**src/rtl/regfile_ext_sb.sv**
```systemverilog
// MIPS GPR file: NRP combinational read ports, load-extension write-back, link write,
// optional write-to-read bypass and a load scoreboard driving stall.
module regfile_ext_sb #(
    parameter int unsigned DW     = 32,
    parameter int unsigned NREG   = 32,
    parameter int unsigned AW     = 5,
    parameter int unsigned NRP    = 2,
    parameter bit          BYPASS = 1'b1
) (
    input  logic              clk,
    input  logic              rst_n,
    input  logic              we,
    input  logic [2:0]        wmode,
    input  logic [AW-1:0]     waddr,
    input  logic [DW-1:0]     wdata,
    input  logic [1:0]        byte_off,
    input  logic [DW-1:0]     pc,
    input  logic [NRP*AW-1:0] raddr,
    output logic [NRP*DW-1:0] rdata,
    input  logic              issue_ld,
    input  logic [AW-1:0]     ld_rd,
    output logic [NREG-1:0]   busy,
    output logic              stall,
    output logic              misalign
);

    localparam logic [2:0] ModeWord = 3'd0;
    localparam logic [2:0] ModeLb   = 3'd1;
    localparam logic [2:0] ModeLbu  = 3'd2;
    localparam logic [2:0] ModeLh   = 3'd3;
    localparam logic [2:0] ModeLhu  = 3'd4;
    localparam logic [2:0] ModeLink = 3'd5;

    logic [DW-1:0]   regs_q [NREG];
    logic [NREG-1:0] busy_q, busy_d;
    logic            misalign_q;

    logic [7:0]    wbyte;
    logic [15:0]   whalf;
    logic [DW-1:0] wv;
    logic          legal;
    logic          misal;
    logic          do_write;

    assign wbyte = wdata[8*byte_off +: 8];
    assign whalf = wdata[16*byte_off[1] +: 16];

    // Extended write value; reserved modes stay illegal without flagging misalign.
    always_comb begin
        wv    = '0;
        legal = 1'b0;
        misal = 1'b0;
        case (wmode)
            ModeWord: begin
                wv    = wdata;
                legal = (byte_off == 2'd0);
                misal = !legal;
            end
            ModeLb: begin
                wv    = {{(DW-8){wbyte[7]}}, wbyte};
                legal = 1'b1;
            end
            ModeLbu: begin
                wv    = {{(DW-8){1'b0}}, wbyte};
                legal = 1'b1;
            end
            ModeLh: begin
                wv    = {{(DW-16){whalf[15]}}, whalf};
                legal = !byte_off[0];
                misal = byte_off[0];
            end
            ModeLhu: begin
                wv    = {{(DW-16){1'b0}}, whalf};
                legal = !byte_off[0];
                misal = byte_off[0];
            end
            ModeLink: begin
                wv    = pc + DW'(4);
                legal = 1'b1;
            end
            default: ;
        endcase
    end

    assign do_write = we && legal && (waddr != '0) && (32'(waddr) < NREG);

    // Set after clear so a new load to the retiring register stays pending.
    always_comb begin
        busy_d = busy_q;
        if (do_write) begin
            busy_d[waddr] = 1'b0;
        end
        if (issue_ld && (ld_rd != '0) && (32'(ld_rd) < NREG)) begin
            busy_d[ld_rd] = 1'b1;
        end
        busy_d[0] = 1'b0;
    end

    always_ff @(posedge clk) begin
        if (!rst_n) begin
            for (int i = 0; i < NREG; i++) begin
                regs_q[i] <= '0;
            end
            busy_q     <= '0;
            misalign_q <= 1'b0;
        end else begin
            if (do_write) begin
                regs_q[waddr] <= wv;
            end
            busy_q     <= busy_d;
            misalign_q <= we && misal;
        end
    end

    always_comb begin
        logic [AW-1:0] ra;
        ra    = '0;
        rdata = '0;
        stall = 1'b0;
        for (int k = 0; k < NRP; k++) begin
            ra = raddr[k*AW +: AW];
            if ((ra != '0) && (32'(ra) < NREG)) begin
                if (BYPASS && do_write && (waddr == ra)) begin
                    rdata[k*DW +: DW] = wv;
                end else begin
                    rdata[k*DW +: DW] = regs_q[ra];
                end
                if (busy_q[ra]) begin
                    stall = 1'b1;
                end
            end
        end
    end

    assign busy     = busy_q;
    assign misalign = misalign_q;

endmodule

```
**config.mk**
```make
export PLATFORM = sky130hd
export DESIGN_NAME = regfile_ext_sb
export DESIGN_NICKNAME = d
export VERILOG_FILES = /design/src/rtl/regfile_ext_sb.sv
export SDC_FILE = /design/constraint.sdc
export NUM_CORES = 2
export LEC_CHECK = 0
export CAP_MARGIN = 10
export CORE_MARGIN = 3
export CORE_UTILIZATION = 38
export CTS_CLUSTER_DIAMETER = 50
export DETAILED_ROUTE_END_ITERATION = 6
export HOLD_SLACK_MARGIN = 0.1
export PLACE_DENSITY = 0.63
export SLEW_MARGIN = 20
export SYNTH_ARGS = -nofsm -noshare
export SYNTH_HDL_FRONTEND = slang
export SYNTH_SLANG_ARGS = --single-unit
```
**constraint.sdc**
```tcl
create_clock -name clk -period 12.6 [get_ports clk]
set_input_delay 2.52 -clock clk [delete_from_list [all_inputs] [get_ports clk]]
set_output_delay 2.52 -clock clk [all_outputs]
set_load 0.02 [all_outputs]
```
==> impl_metrics.sql <==
INSERT INTO impl_metrics (metric_group, metric, value, unit) VALUES
('drt', 'detail_route.first_pass.iterations', '6', ''),
('drt', 'wl', '233000', 'um'),
('setup_path', 'endpoint', 'rdata[3]', ''),
('clocking', 'cts_inserted_buffers', '116', ''),
('clocking', 'clock_latency', '0.74', 'ns'),
('placement', 'finalWeightedCongestion', '0.931', ''),
('synthesis', 'post_synth_instance_area', '0.0563', 'mm^2'),
('global_route', 'grt.overflow.total', '0', ''),
('setup_path', 'critical_path.n_buffers_inverters', '4', ''),
('sta', 'worst_pin_slew', '1.21', 'ns'),
('global_route', 'via_count_of_the_first_global_routing_pass', '42300', ''),
('global_route', 'largest_net_degree_at_the_start_of_global_routing', '98', ''),
('global_route', 'gr-usage-all-layers', '29.8', '%'),
('floorplan', 'core_region_area', '0.146', 'mm^2'),
('clocking', 'post_cts_hold_buffer_count', '0', ''),
('synthesis', 'async_reset_ff_share', '0', '%'),
('floorplan', 'die_h', '391', 'um'),
('sta', 'period_share', '74.4', '%'),
('global_route', 'grt_antenna_before_repair', '10', ''),
('clocking', 'cts_sinks', '1055', ''),
('setup_path', 'rr_startpoint', 'busy[12]', ''),
('clocking', 'cts_buffer_depth', '3', ''),
('drt', 'detailedRoute.firstIterationViolations', '7501', ''),
('setup_path', 'worst-endpoint-arrival', '6.85', 'ns'),
('final_layout', 'drive_gt1_share', '17.6', '%'),
('synthesis', 'synth.area.top_cells', 'sky130_fd_sc_hd__edfxtp_1 (55%), sky130_fd_sc_hd__mux4_2 (13%), sky130_fd_sc_hd__mux2i_1 (8.2%), sky130_fd_sc_hd__nor2_1 (7.0%), sky130_fd_sc_hd__a22oi_1 (2.0%)', ''),
('job', 'maxCapViolations', '0', ''),
('min_path', 'min-delay-path-class', 'register to register', ''),
('drt', 'avgViaCountPerCell', '6.69', ''),
('floorplan', 'effective_utilization_at_floorplan', '38.5', '%'),
('setup_path', 'worst-endpoint-required', '10.08', 'ns'),
('final_layout', 'register_area', '0.0314', 'mm^2'),
('clocking', 'h-tree-depth', '3', ''),
('setup_path', 'critical-path-top-delay-family', 'buffers and inverters', ''),
('floorplan', 'die_area', '0.153', 'mm^2'),
('pwr', 'power_density', '137', 'mW/mm^2'),
('setup_path', 'reg2reg_to', 'busy[12]', ''),
('final_layout', 'fillerInstances', '13100', ''),
('drt', 'routed_wire_length_per_instance', '35.5', 'um'),
('clocking', 'cts_post_setup_buffers_inserted', '0', ''),
('drt', 'via_count', '43800', ''),
('drt', 'drt.antenna.violating_nets', '0', ''),
('drt', 'drc', '0', ''),
('sta', 'max_clock_freq', '107', 'MHz'),
('sta', 'finalClockSkew', '0', 'ns'),
('sta', 'rsz0062_at_grt', 'false', ''),
('global_route', 'grt_first_pass_wirelength', '321000', 'um'),
('final_layout', 'area_growth', '15.0', '%'),
('synthesis', 'ys_seq_area_share', '55.7', '%'),
('setup_path', 'crit_slowest_cell', 'sky130_fd_sc_hd__clkdlybuf4s50_1', ''),
('clocking', 'cts.reportedPaths.clkPinSlew', '0.06', 'ns'),
('setup_path', 'worst-path-stages', '10', ''),
('floorplan', 'ioPinCount', '191', ''),
('sta', 'report.final.hold_viol_count', '0', ''),
('sta', 'fin_hold_ws', '0.515', 'ns'),
('clocking', 'cts.root.buffer_cell', 'sky130_fd_sc_hd__clkbuf_16', ''),
('synthesis', 'syn_area_per_cell', '12.6', 'um^2'),
('final_layout', 'area_of_combinational_cells_with_multiple_inputs', '0.0240', 'mm^2'),
('setup_path', 'element_type_at_the_critical_path_start', 'input pin', ''),
('sta', 'max_slew_margin', '19.3', '%'),
('setup_path', 'worstRegToRegCells', '2', ''),
('synthesis', 'synth-seq-cells', '1055', ''),
('placement', 'io_buffer_count', '189', ''),
('synthesis', 'postSynth.topFlopCell', 'sky130_fd_sc_hd__edfxtp_1', ''),
('setup_path', 'worstPathCellList', 'clkdlybuf4s50_1 -> nor4b_1 -> a211oi_4 -> nand2_4 -> nor4_4 -> buf_4 -> nor3_1 -> a211oi_1 -> buf_4 -> clkdlybuf4s50_1', ''),
('synthesis', 'ys_top_cells_by_count', 'sky130_fd_sc_hd__nor2_1 (1,046), sky130_fd_sc_hd__edfxtp_1 (1,023), sky130_fd_sc_hd__mux2i_1 (459), sky130_fd_sc_hd__mux4_2 (330), sky130_fd_sc_hd__clkbuf_1 (292)', ''),
('outcome', 'status', 'completed', ''),
('setup_path', 'critical_path_peak_fanout', '44', ''),
('sta', 'setup_tns_final', '0', 'ns'),
('clocking', 'clock_tree_from_tritoncts', 'yes', ''),
('synthesis', 'synth_top_cell_area_share', '54.5', '%');
-- how the worst min path moves through the flow --
stage	startpoint	to	slack (ns)	cells past startpoint
final	busy[10]	busy[10]	0.51	2
after global routing	busy[10]	busy[10]	0.53	2
after CTS	busy[25]	busy[25]	0.51	2
after detailed placement	busy[25]	busy[25]	0.50	2
after global placement	busy[25]	busy[25]	0.49	2
after floorplan	busy[3]	busy[3]	0.57	2
-- layout by cell type, fill, tap and decap left out, types with 22 or more instances in the layout --
cell	n
sky130_fd_sc_hd__nor2b_1	39
sky130_fd_sc_hd__buf_4	149
sky130_fd_sc_hd__conb_1	32
sky130_fd_sc_hd__o21ai_4	31
sky130_fd_sc_hd__nor2_1	1041
sky130_fd_sc_hd__a221oi_1	22
sky130_fd_sc_hd__a21oi_1	55
sky130_fd_sc_hd__mux4_2	330
sky130_fd_sc_hd__nand2_1	148
sky130_fd_sc_hd__nand4_1	24
sky130_fd_sc_hd__clkdlybuf4s50_1	179
sky130_fd_sc_hd__o21ai_0	50
sky130_fd_sc_hd__dfxtp_1	32
sky130_fd_sc_hd__a211oi_1	94
sky130_fd_sc_hd__mux2i_1	459
sky130_fd_sc_hd__clkinv_1	24
sky130_fd_sc_hd__nor3_1	60
sky130_fd_sc_hd__clkbuf_16	118
sky130_fd_sc_hd__edfxtp_1	1023
sky130_fd_sc_hd__clkinv_2	26
sky130_fd_sc_hd__a22oi_1	151
sky130_fd_sc_hd__inv_1	36
sky130_fd_sc_hd__o22ai_1	55
sky130_fd_sc_hd__nand3_1	105
-- per-stage QoR --
step	setup slack [ns]	util (%)	cell area, um^2	std cells	power (W)
4_1_cts	3.36	44.2	64700	6539	0.00882
6_report	3.23	44.2	64800	6548	0.00888
3_3_place_gp	3.43	41.6	61000	6322	0.00550
5_1_grt	3.06	44.2	64800	6542	0.00905
3_5_place_dp	3.38	41.7	61000	6324	0.00551
2_1_floorplan	5.41	-	56400	4516	0.00494
-- kinds of logic after synthesis --
family	after synthesis	share of synthesized area [%]
fa+ha+maj	1	0.0222
compound gates	548	6.88
other cells	1	0.00666
buf+inv	492	3.62
flops	1055	55.7
simple gates	1544	11.5
xor+xnor	39	0.620
mux	805	21.7
-- sequential cells by signal (all words and copies together), names as in the netlist --
name / count
busy: 31
misalign: 1
regs_q: 1023
-- worst min-delay path, cell delays in order, from the launching register on --
cell	delay [ns]
sky130_fd_sc_hd__dfxtp_1	0.34
sky130_fd_sc_hd__inv_1	0.06
sky130_fd_sc_hd__o22ai_1	0.07
-- area by class of cell --
cell class	count	share of cell area (%)
Inverter	41	0.239
Antenna cell	7	0.0270
Multi-Input combinational cell	2969	37.0
Tap cell	1917	3.70
Sequential cell	1055	48.4
Timing Repair Buffer	344	4.89
Clock buffer	137	4.67
Clock inverter	78	1.05
-- layer usage --
metal	up-vias	track usage, %	wire length, um
met4	8	15.7	14200
met3	837	10.3	37100
met1	21900	38.5	80300
met2	4030	44.0	101000
met5	-	0.606	81
li1	17100	-	-
-- where the power goes --
part	switching [W]	leakage [nW]	internal (W)
combinational	0.000881	10.1	0.000479
clock	0.00149	1.81	0.00190
sequential	0.0000981	10.0	0.00403
No activity file was read; power rests on OpenSTA's default activity.
